## src/rtl/keypad_disp_ctrl.sv

```systemverilog
// keypad_disp_ctrl: row-scanned, debounced matrix keypad feeding a digit-entry
// buffer that is shown on a multiplexed common 7-segment display.
module keypad_disp_ctrl #(
  parameter int KEY_ROWS    = 4,
  parameter int KEY_COLS    = 4,
  parameter int DIGITS      = 4,
  parameter int SCAN_DIV    = 50000,
  parameter int DEBOUNCE    = 4,
  parameter int REFRESH_DIV = 50000
) (
  input  logic                clk,
  input  logic                rst_n,
  input  logic [KEY_COLS-1:0] key_in,
  output logic [KEY_ROWS-1:0] key_out,
  output logic                key_valid,
  output logic [3:0]          key_code,
  output logic [6:0]          seg,
  output logic [DIGITS-1:0]   seg_en
);
  localparam int SCW = $clog2(SCAN_DIV);
  localparam int RFW = $clog2(REFRESH_DIV);
  localparam int RW  = $clog2(KEY_ROWS);
  localparam int CW  = $clog2(KEY_COLS);
  localparam int DW  = (DIGITS > 1) ? $clog2(DIGITS) : 1;

  typedef enum logic [1:0] {SCAN, DEB_PRESS, PRESSED, DEB_REL} state_t;

  logic [KEY_COLS-1:0] r_sync1, r_sync2;
  logic [SCW-1:0]      r_scan_cnt;
  logic                w_scan_tick;
  state_t              r_state, w_state_next;
  logic [RW-1:0]       r_row, w_row_next, w_row_inc;
  logic [KEY_COLS-1:0] r_pat, w_pat_next;
  logic [3:0]          r_deb_cnt, w_deb_cnt_next, w_run;
  logic                w_all_high, w_accept;
  logic [CW-1:0]       w_col;
  logic [3:0]          w_code;
  logic                r_key_valid;
  logic [3:0]          r_key_code;

  always_ff @(posedge clk or negedge rst_n) begin
    if (!rst_n) begin
      r_sync1 <= '1;
      r_sync2 <= '1;
    end else begin
      r_sync1 <= key_in;
      r_sync2 <= r_sync1;
    end
  end

  assign w_scan_tick = (r_scan_cnt == SCW'(SCAN_DIV - 1));
  assign w_all_high  = &r_sync2;
  assign w_row_inc   = (r_row == RW'(KEY_ROWS - 1)) ? '0 : r_row + 1'b1;
  assign w_run       = (r_deb_cnt != 4'd0 && r_sync2 == r_pat) ? r_deb_cnt + 4'd1 : 4'd1;

  // Lowest-index low column wins when several columns in the row are pressed.
  always_comb begin
    w_col = '0;
    for (int c = KEY_COLS - 1; c >= 0; c--) begin
      if (!r_sync2[c]) w_col = CW'(c);
    end
  end

  assign w_code = 4'(r_row) * 4'(KEY_COLS) + 4'(w_col);

  always_comb begin
    w_state_next   = r_state;
    w_row_next     = r_row;
    w_pat_next     = r_pat;
    w_deb_cnt_next = r_deb_cnt;
    w_accept       = 1'b0;
    if (w_scan_tick) begin
      case (r_state)
        SCAN: begin
          if (!w_all_high) begin
            w_state_next   = DEB_PRESS;
            w_deb_cnt_next = 4'd0;
          end else begin
            w_row_next = w_row_inc;
          end
        end
        DEB_PRESS: begin
          // A run counts only ticks taken while holding the row in this state.
          if (w_all_high) begin
            w_state_next   = SCAN;
            w_deb_cnt_next = 4'd0;
          end else if (w_run == 4'(DEBOUNCE)) begin
            w_state_next   = PRESSED;
            w_pat_next     = r_sync2;
            w_deb_cnt_next = 4'd0;
            w_accept       = 1'b1;
          end else begin
            w_pat_next     = r_sync2;
            w_deb_cnt_next = w_run;
          end
        end
        PRESSED: begin
          if (w_all_high) begin
            w_state_next   = DEB_REL;
            w_deb_cnt_next = 4'd0;
          end
        end
        DEB_REL: begin
          if (!w_all_high) begin
            w_state_next   = PRESSED;
            w_deb_cnt_next = 4'd0;
          end else if (r_deb_cnt + 4'd1 == 4'(DEBOUNCE)) begin
            w_state_next   = SCAN;
            w_row_next     = w_row_inc;
            w_deb_cnt_next = 4'd0;
          end else begin
            w_deb_cnt_next = r_deb_cnt + 4'd1;
          end
        end
        default: w_state_next = SCAN;
      endcase
    end
  end

  always_ff @(posedge clk or negedge rst_n) begin
    if (!rst_n) begin
      r_scan_cnt  <= '0;
      r_state     <= SCAN;
      r_row       <= '0;
      r_pat       <= '1;
      r_deb_cnt   <= 4'd0;
      r_key_valid <= 1'b0;
      r_key_code  <= 4'd0;
    end else begin
      r_scan_cnt  <= w_scan_tick ? '0 : r_scan_cnt + 1'b1;
      r_state     <= w_state_next;
      r_row       <= w_row_next;
      r_pat       <= w_pat_next;
      r_deb_cnt   <= w_deb_cnt_next;
      r_key_valid <= w_accept;
      if (w_accept) r_key_code <= w_code;
    end
  end

  assign key_out   = ~(KEY_ROWS'(1) << r_row);
  assign key_valid = r_key_valid;
  assign key_code  = r_key_code;

  // Entry buffer: entry 0 is the rightmost digit, 4'hF marks a blank.
  logic [3:0] r_buf      [DIGITS];
  logic [3:0] w_buf_next [DIGITS];

  for (genvar gi = 0; gi < DIGITS; gi++) begin : g_buf
    logic [3:0] w_lower, w_upper;
    if (gi == 0) begin : g_bot
      assign w_lower = r_key_code;
    end else begin : g_mid
      assign w_lower = r_buf[gi-1];
    end
    if (gi == DIGITS - 1) begin : g_top
      assign w_upper = 4'hF;
    end else begin : g_low
      assign w_upper = r_buf[gi+1];
    end
    assign w_buf_next[gi] = (r_key_code <= 4'd9)  ? w_lower :
                            (r_key_code == 4'd10) ? w_upper :
                            (r_key_code == 4'd11) ? 4'hF    : r_buf[gi];
  end

  always_ff @(posedge clk or negedge rst_n) begin
    if (!rst_n) begin
      for (int i = 0; i < DIGITS; i++) r_buf[i] <= 4'hF;
    end else if (r_key_valid) begin
      for (int i = 0; i < DIGITS; i++) r_buf[i] <= w_buf_next[i];
    end
  end

  logic [RFW-1:0]    r_ref_cnt;
  logic              w_ref_tick;
  logic [DW-1:0]     r_digit;
  logic [3:0]        w_cur;
  logic [6:0]        w_seg_dec;
  logic [6:0]        r_seg;
  logic [DIGITS-1:0] r_seg_en;

  assign w_ref_tick = (r_ref_cnt == RFW'(REFRESH_DIV - 1));
  assign w_cur      = r_buf[r_digit];

  always_comb begin
    w_seg_dec = 7'h00;
    case (w_cur)
      4'd0: w_seg_dec = 7'h3F;
      4'd1: w_seg_dec = 7'h06;
      4'd2: w_seg_dec = 7'h5B;
      4'd3: w_seg_dec = 7'h4F;
      4'd4: w_seg_dec = 7'h66;
      4'd5: w_seg_dec = 7'h6D;
      4'd6: w_seg_dec = 7'h7D;
      4'd7: w_seg_dec = 7'h07;
      4'd8: w_seg_dec = 7'h7F;
      4'd9: w_seg_dec = 7'h6F;
      default: w_seg_dec = 7'h00;
    endcase
  end

  // Segments and enable latch together at each slot boundary, so a buffer
  // change mid-slot shows up at the next boundary without tearing.
  always_ff @(posedge clk or negedge rst_n) begin
    if (!rst_n) begin
      r_ref_cnt <= '0;
      r_digit   <= '0;
      r_seg     <= 7'h00;
      r_seg_en  <= '1;
    end else begin
      r_ref_cnt <= w_ref_tick ? '0 : r_ref_cnt + 1'b1;
      if (w_ref_tick) begin
        r_seg    <= w_seg_dec;
        r_seg_en <= ~(DIGITS'(1) << r_digit);
        r_digit  <= (r_digit == DW'(DIGITS - 1)) ? '0 : r_digit + 1'b1;
      end
    end
  end

  assign seg    = r_seg;
  assign seg_en = r_seg_en;

endmodule
```

## config.mk

```make
export PLATFORM = sky130hd
export DESIGN_NAME = keypad_disp_ctrl
export DESIGN_NICKNAME = d
export VERILOG_FILES = /design/src/rtl/keypad_disp_ctrl.sv
export SDC_FILE = /design/constraint.sdc
export NUM_CORES = 1
export LEC_CHECK = 0
export BUFFER_PORTS_ARGS = -buffer_cell sky130_fd_sc_hd__buf_4
export CORE_MARGIN = 2
export CORE_UTILIZATION = 34
export DETAILED_ROUTE_END_ITERATION = 10
export PLACE_DENSITY = 0.6
export SLEW_MARGIN = 20
export SYNTH_ARGS = -nofsm -noshare
export SYNTH_HDL_FRONTEND = slang
export SYNTH_SLANG_ARGS = --single-unit
```

## constraint.sdc

```tcl
create_clock -name clk -period 2.5 [get_ports clk]
set_input_delay 0.5 -clock clk [delete_from_list [all_inputs] [get_ports clk]]
set_output_delay 0.5 -clock clk [all_outputs]
set_load 0.05 [all_outputs]
```

* Word level (Yosys, flattened, before mapping)
Memories as Yosys holds them, arrays and structs flattened. A register that Yosys moved wholly into a read port is not among the register bits.
Index checks and enable logic that the tools add are counted.
** Cells by class
- Add/subtract/negate cells :: 6
- Magnitude comparators :: 2
- Equal/unequal tests :: 19
- Shift operators :: 2
- Multiplexer cells :: 43
- Bitwise logic cells :: 4
- Reduce and logical (&&, ||, !) cells :: 12
** Operators with widths (number)
- $mux 4 :: 18
- $add 16x1->16 const B :: 2
- $eq 16x16->1 const B :: 2
- $mux 16 :: 2
- $mux 2 :: 15
- $pmux 4 s4 :: 1
- $ne 2x2->1 const B :: 5
- $reduce_and 5->1 :: 2
- $bmux 4 s2 :: 1
- $eq 2x2->1 const B :: 4
- $eq 4x3->1 const B :: 2
- $eq 4x4->1 const B :: 2
- $not 4->4 :: 2
- $pmux 2 s4 :: 1
- $shl 1x2->4 const A :: 2
- $ne 3x3->1 const B :: 2
- $reduce_and 3->1 :: 2
- $add 2x1->2 const B :: 2
- $add 4x1->4 const B :: 1
- $add 4x2->4 :: 1
- $eq 4x4->1 :: 1
- $le 4x4->1 const B :: 1
- $mux 1 :: 4
- $pmux 2 s2 :: 1
- other kinds (12) :: 12
** Storage, ports and cells
- Bits in registers :: 79
- Memory bits (read-only) :: 112
- Bits of input ports :: 6
- Output and inout bits :: 20
- Logic and storage cells :: 105
- Memories kept :: 1
** Memories
- (name not given) :: depth 16, width 7, read ports 1, clocked after memory_dff 1, write ports 0, line 186 : case (w_cur)

* Logic depth before layout (Yosys ltp)
- Depth after elaboration :: 8
- Depth in mapped cells :: 8
- Mapped depth without buffers :: 6

* Worst setup path before layout
No wires, ideal clock.
- Path kind :: flip-flop to flip-flop
- From :: register r_scan_cnt[7]
- To :: register r_key_code[1] (netlist: key_code[1])
- Setup time :: 0.128 ns
- Arrival time :: 1.858 ns
- Required time :: 2.372 ns
- Setup slack :: 0.514 ns
- Stages on the path, launching flop included :: 6
- Buffers on the path :: 0
- Clock period less this slack :: 1.986 ns
- Cell sequence :: dfrtp_1 > or4b_4 > nor4_4 > nand3_2 > nor2_2 > mux2_1
** On the way
- Word-level cells in the longest chain between the ends :: 2
** RTL lines
- from (decl) :: line 29 : logic [SCW-1:0] r_scan_cnt;
- from (signal assigned) :: line 130 : r_scan_cnt <= w_scan_tick ? '0 : r_scan_cnt + 1'b1;
- $eq 16x16->1 :: line 51 : assign w_scan_tick = (r_scan_cnt == SCW'(SCAN_DIV - 1));
- $mux 1 :: line 72 : if (w_scan_tick) begin
- to (signal assigned) :: line 136 : if (w_accept) r_key_code <= w_code;
- to (decl) :: line 39 : logic [3:0] r_key_code;
Every way passes these cells.
A chain may end at the register's enable or synchronous reset.

* Final worst setup path
- From :: register r_scan_cnt[7]
- To :: register r_key_code[3] (netlist: key_code[3])
The elaborated chain is that of the path after synthesis.

==> impl_metrics.csv <==
group,metric,value,unit
worst_setup_path,critPathRequiredTime,2.72,ns
detailed_routing,via_count,3022,
power_and_ir_drop,power_per_cell_area,572,nW/um^2
grt,antenna_violations_before_repair,0,
floorplanning,floorplan.io_pins,26,
timing,timing.final.setup_violations,0,
power_and_ir_drop,internal-power,2.29,mW
timing,finalWorstPathRequiredPeriod,2.15,ns
power_and_ir_drop,ir_worst_vdd,379,uV
detailed_routing,wl_met3,280,microns
timing,tns,0,ns
power_and_ir_drop,switching_power_of_the_nets,0.575,mW
timing,unrepaired_setup_endpoints_after_global_routing,"no",
placed_design,dpl.hpwl,5530,microns
placed_design,globalplace.congestion,0.817,
power_and_ir_drop,power_frac_clock,49.4,%
grt,via_count_of_the_first_global_routing_pass,2897,
worst_setup_path,critPathCaptureType,"register",
logic_synthesis,synth_seq_cells,86,
logic_synthesis,synth-async-reset-ratio,100,%
power_and_ir_drop,total_leakage_power,2.09,nW
layout,final_design_area_no_fill,5020,sq um
layout,mostFrequentLayoutCell,"sky130_fd_sc_hd__dfrtp_1",
timing,max_clock_freq,465,MHz
timing,hold_viol,0,
clock_network,worstSkewPairLatency,0.34,ns
worst_setup_path,timing.setup.critical_path_class,"reg2reg",
power_and_ir_drop,pwr-share-seq,49.2,%
logic_synthesis,synth_fp_nets,438,
clock_network,clockRootBuffer,"sky130_fd_sc_hd__clkbuf_16",
power_and_ir_drop,p_comb_share,1.5,%
detailed_routing,wirelength_met1,3630,microns
clock_network,clock_tree_buffer_depth,2,
layout,antenna_cells,0,
timing,slew_violations,0,
floorplanning,num_rows,41,
logic_synthesis,post_synthesis_cells,413,
logic_synthesis,yosys.cell_types.count,54,
logic_synthesis,synth_edf_count,0,
detailed_routing,detailroute.wirelength.met2,3750,microns
worst_setup_path,cp_max_fo,7,
detailed_routing,drt_first_pass_iters,4,
logic_synthesis,yosys_most_used_dff,"sky130_fd_sc_hd__dfrtp_1",
timing,worst_pin_slew,0.647,ns
grt,groute.usage.overall,12.6,%
detailed_routing,dr.first_iter.drc_count,142,
grt,grt_pass1_wl,13600,microns
status,result_of_the_run,"finished, final reports clean",
worst_setup_path,startpoint_type_of_the_worst_setup_path,"register",
floorplanning,core_box_area,12500,sq um
logic_synthesis,ys_seq_area_share,50.9,%
job,maxCapViolCount,0,
detailed_routing,final_antenna_net_count,0,
clock_network,tritoncts_clock_tree,"done",
detailed_routing,routed_via_density,4.89,
layout,fillerInstances,1230,
clock_network,postCtsSetupRepairBufs,0,
timing,worst_clock_skew,0.00686,ns
clock_network,cts_num_sinks,86,
clock_network,cts-hold-fix-buffers,0,
layout,multi_input_comb_area,2000,sq um
logic_synthesis,synth.yosys.warnings,0,
timing,fin_worst_hold_slack,0.146,ns
power_and_ir_drop,sw_frac_of_total,20.0,%
layout,post_route_cells_drive_above_1_share,22.9,%
clock_network,htreeDepth,3,
detailed_routing,postRouteWirelength,7780,microns
floorplanning,fp.dieArea,13600,sq um
layout,finish.net_count,466,
layout,area_delta_synth_final,16.6,%
placed_design,place.port_buffers,25,
timing,timing.slew.headroom,56.5,%
placed_design,post_dp_cell_area,4690,sq um
worst_setup_path,arrival,2.37,ns
clock_network,cts.repair.resized,0,
logic_synthesis,post_synth_instance_area,4300,sq um
layout,final_core_utilization,40.2,%
logic_synthesis,postSynthAreaPerCell,10.4,sq um
floorplanning,die_span_in_x,117,microns
grt,grt_start_max_net_pins,45,
detailed_routing,route.detailed.wl_per_inst,12.6,microns
grt,gr-total-overflow,0,
layout,layout.cells.most_common_list,"54 x sky130_fd_sc_hd__dfrtp_1, 50 x sky130_fd_sc_hd__nand2_1, 42 x sky130_fd_sc_hd__nor2_1, 32 x sky130_fd_sc_hd__o21ai_0, 32 x sky130_fd_sc_hd__dfstp_2",
timing,final_min_period_over_clock_period,86.0,%
worst_hold_path,hold_path_class,"in2async",
layout,area.sequential,2190,sq um
clock_network,clk_transition_reported_paths,0.06,ns
detailed_routing,highest-signal-layer,"met4",
floorplanning,initial_core_util,34.5,%
worst_setup_path,rr_worst_depth,5,
floorplanning,die_h,117,microns
detailed_routing,drc,0,
clock_network,cts_made_buffers,9,
[final cells by class]
cell class,count,share of cell area (%)
timing repair buffer,29,4.59
sequential,86,43.7
clock inverter,7,1.97
clock buffer,9,4.49
multi-input combinational,299,39.8
inverter,16,1.20
tap,172,4.29
[per-layer routing]
metal	GRT usage (%)	vias up
met5	0	-
met3	3.43	10
met2	19.7	48
met1	16.6	1476
met4	5.08	0
li1	-	1488
[critical path, cell delays in order (launching register included)]
cell                      delay [ns]
sky130_fd_sc_hd__dfrtp_1        0.42
sky130_fd_sc_hd__or4b_4         0.56
sky130_fd_sc_hd__nor4_4         0.27
sky130_fd_sc_hd__nand3_2        0.22
sky130_fd_sc_hd__nor2_2         0.21
sky130_fd_sc_hd__mux2_1         0.34
[cells in the mapped netlist, types with 3 or more instances]
cell / instances / share of area (%)
sky130_fd_sc_hd__mux2_1: 3 / 0.78
sky130_fd_sc_hd__o22ai_1: 8 / 1.2
sky130_fd_sc_hd__dfstp_2: 32 / 20
sky130_fd_sc_hd__and3_1: 4 / 0.58
sky130_fd_sc_hd__buf_2: 3 / 0.35
sky130_fd_sc_hd__mux4_2: 4 / 2.1
sky130_fd_sc_hd__nand4_1: 5 / 0.73
sky130_fd_sc_hd__nand3_1: 19 / 2.2
sky130_fd_sc_hd__nand2_1: 50 / 4.4
sky130_fd_sc_hd__o21ai_0: 32 / 3.7
sky130_fd_sc_hd__ha_1: 19 / 5.5
sky130_fd_sc_hd__nor2b_1: 5 / 0.73
sky130_fd_sc_hd__mux2_2: 6 / 1.6
sky130_fd_sc_hd__xor2_1: 16 / 3.3
sky130_fd_sc_hd__inv_1: 16 / 1.4
sky130_fd_sc_hd__xnor2_1: 17 / 3.5
sky130_fd_sc_hd__a31oi_1: 3 / 0.44
sky130_fd_sc_hd__o22a_1: 5 / 1.0
sky130_fd_sc_hd__nor3_1: 4 / 0.47
sky130_fd_sc_hd__clkbuf_1: 7 / 0.61
sky130_fd_sc_hd__nor2_1: 42 / 3.7
sky130_fd_sc_hd__a21oi_1: 10 / 1.2
sky130_fd_sc_hd__or2_2: 3 / 0.44
sky130_fd_sc_hd__and4_1: 3 / 0.61
sky130_fd_sc_hd__dfrtp_1: 54 / 31
sky130_fd_sc_hd__and2_1: 6 / 0.87
sky130_fd_sc_hd__nor4_1: 3 / 0.44
[sequential cells by signal, summed over array words and instances (netlist names), named ones only]
signal         cells
r_pat              4
r_digit            2
key_valid          1
g_buf.w_upper     12
key_code           4
seg_en             4
r_ref_cnt         16
r_scan_cnt        16
seg                7
r_sync2            4
r_deb_cnt          4
r_state            1
g_buf.w_lower      4
r_sync1            4
r_row              2
[through the flow]
| stage | cells | total power, mW | setup WS [ns] |
|---|---|---|---|
| global placement | 602 | 1.48 | 0.383 |
| detailed placement | 602 | 1.48 | 0.337 |
| global route | 618 | 2.99 | 0.246 |
| floorplan | 413 | 1.44 | 0.514 |
| finish | 618 | 2.87 | 0.350 |
| CTS | 618 | 2.92 | 0.317 |
[power groups by stage]
stage / Clock, mW / Sequential [mW] / Combinational (mW)
final: 1.42 / 1.41 / 0.0420
after global routing: 1.53 / 1.41 / 0.0502
after CTS: 1.47 / 1.41 / 0.0446
after detailed placement: 0 / 1.43 / 0.0446
after global placement: 0 / 1.43 / 0.0443
after floorplan: 0 / 1.43 / 0.00650
[worst paths after layout]
check	slack [ns]	endpoint	startpoint
worst min register to register	0.35	r_sync2[1]	r_sync1[1]
worst max register to register	0.35	key_code[3]	r_scan_cnt[7]
worst max-delay path	0.35	key_code[3]	r_scan_cnt[7]
min in group clk	0.27	r_sync1[2]	key_in[2]
max in group asynchronous	1.68	g_buf[2].w_upper[0]	rst_n
worst min-delay path	0.15	async pin	rst_n
[cells by family after synthesis]
logic type / count (synthesis) / synth area share (%)
and+or+nand+nor: 163 / 19.4
DFF: 86 / 50.9
muxes: 14 / 4.68
AOI/OAI and AO/OA: 70 / 10.1
buffers and inverters: 28 / 2.70
xor gates and xnor gates: 33 / 6.71
adders and majority gates: 19 / 5.52
No activity file was read; power rests on OpenSTA's default activity.
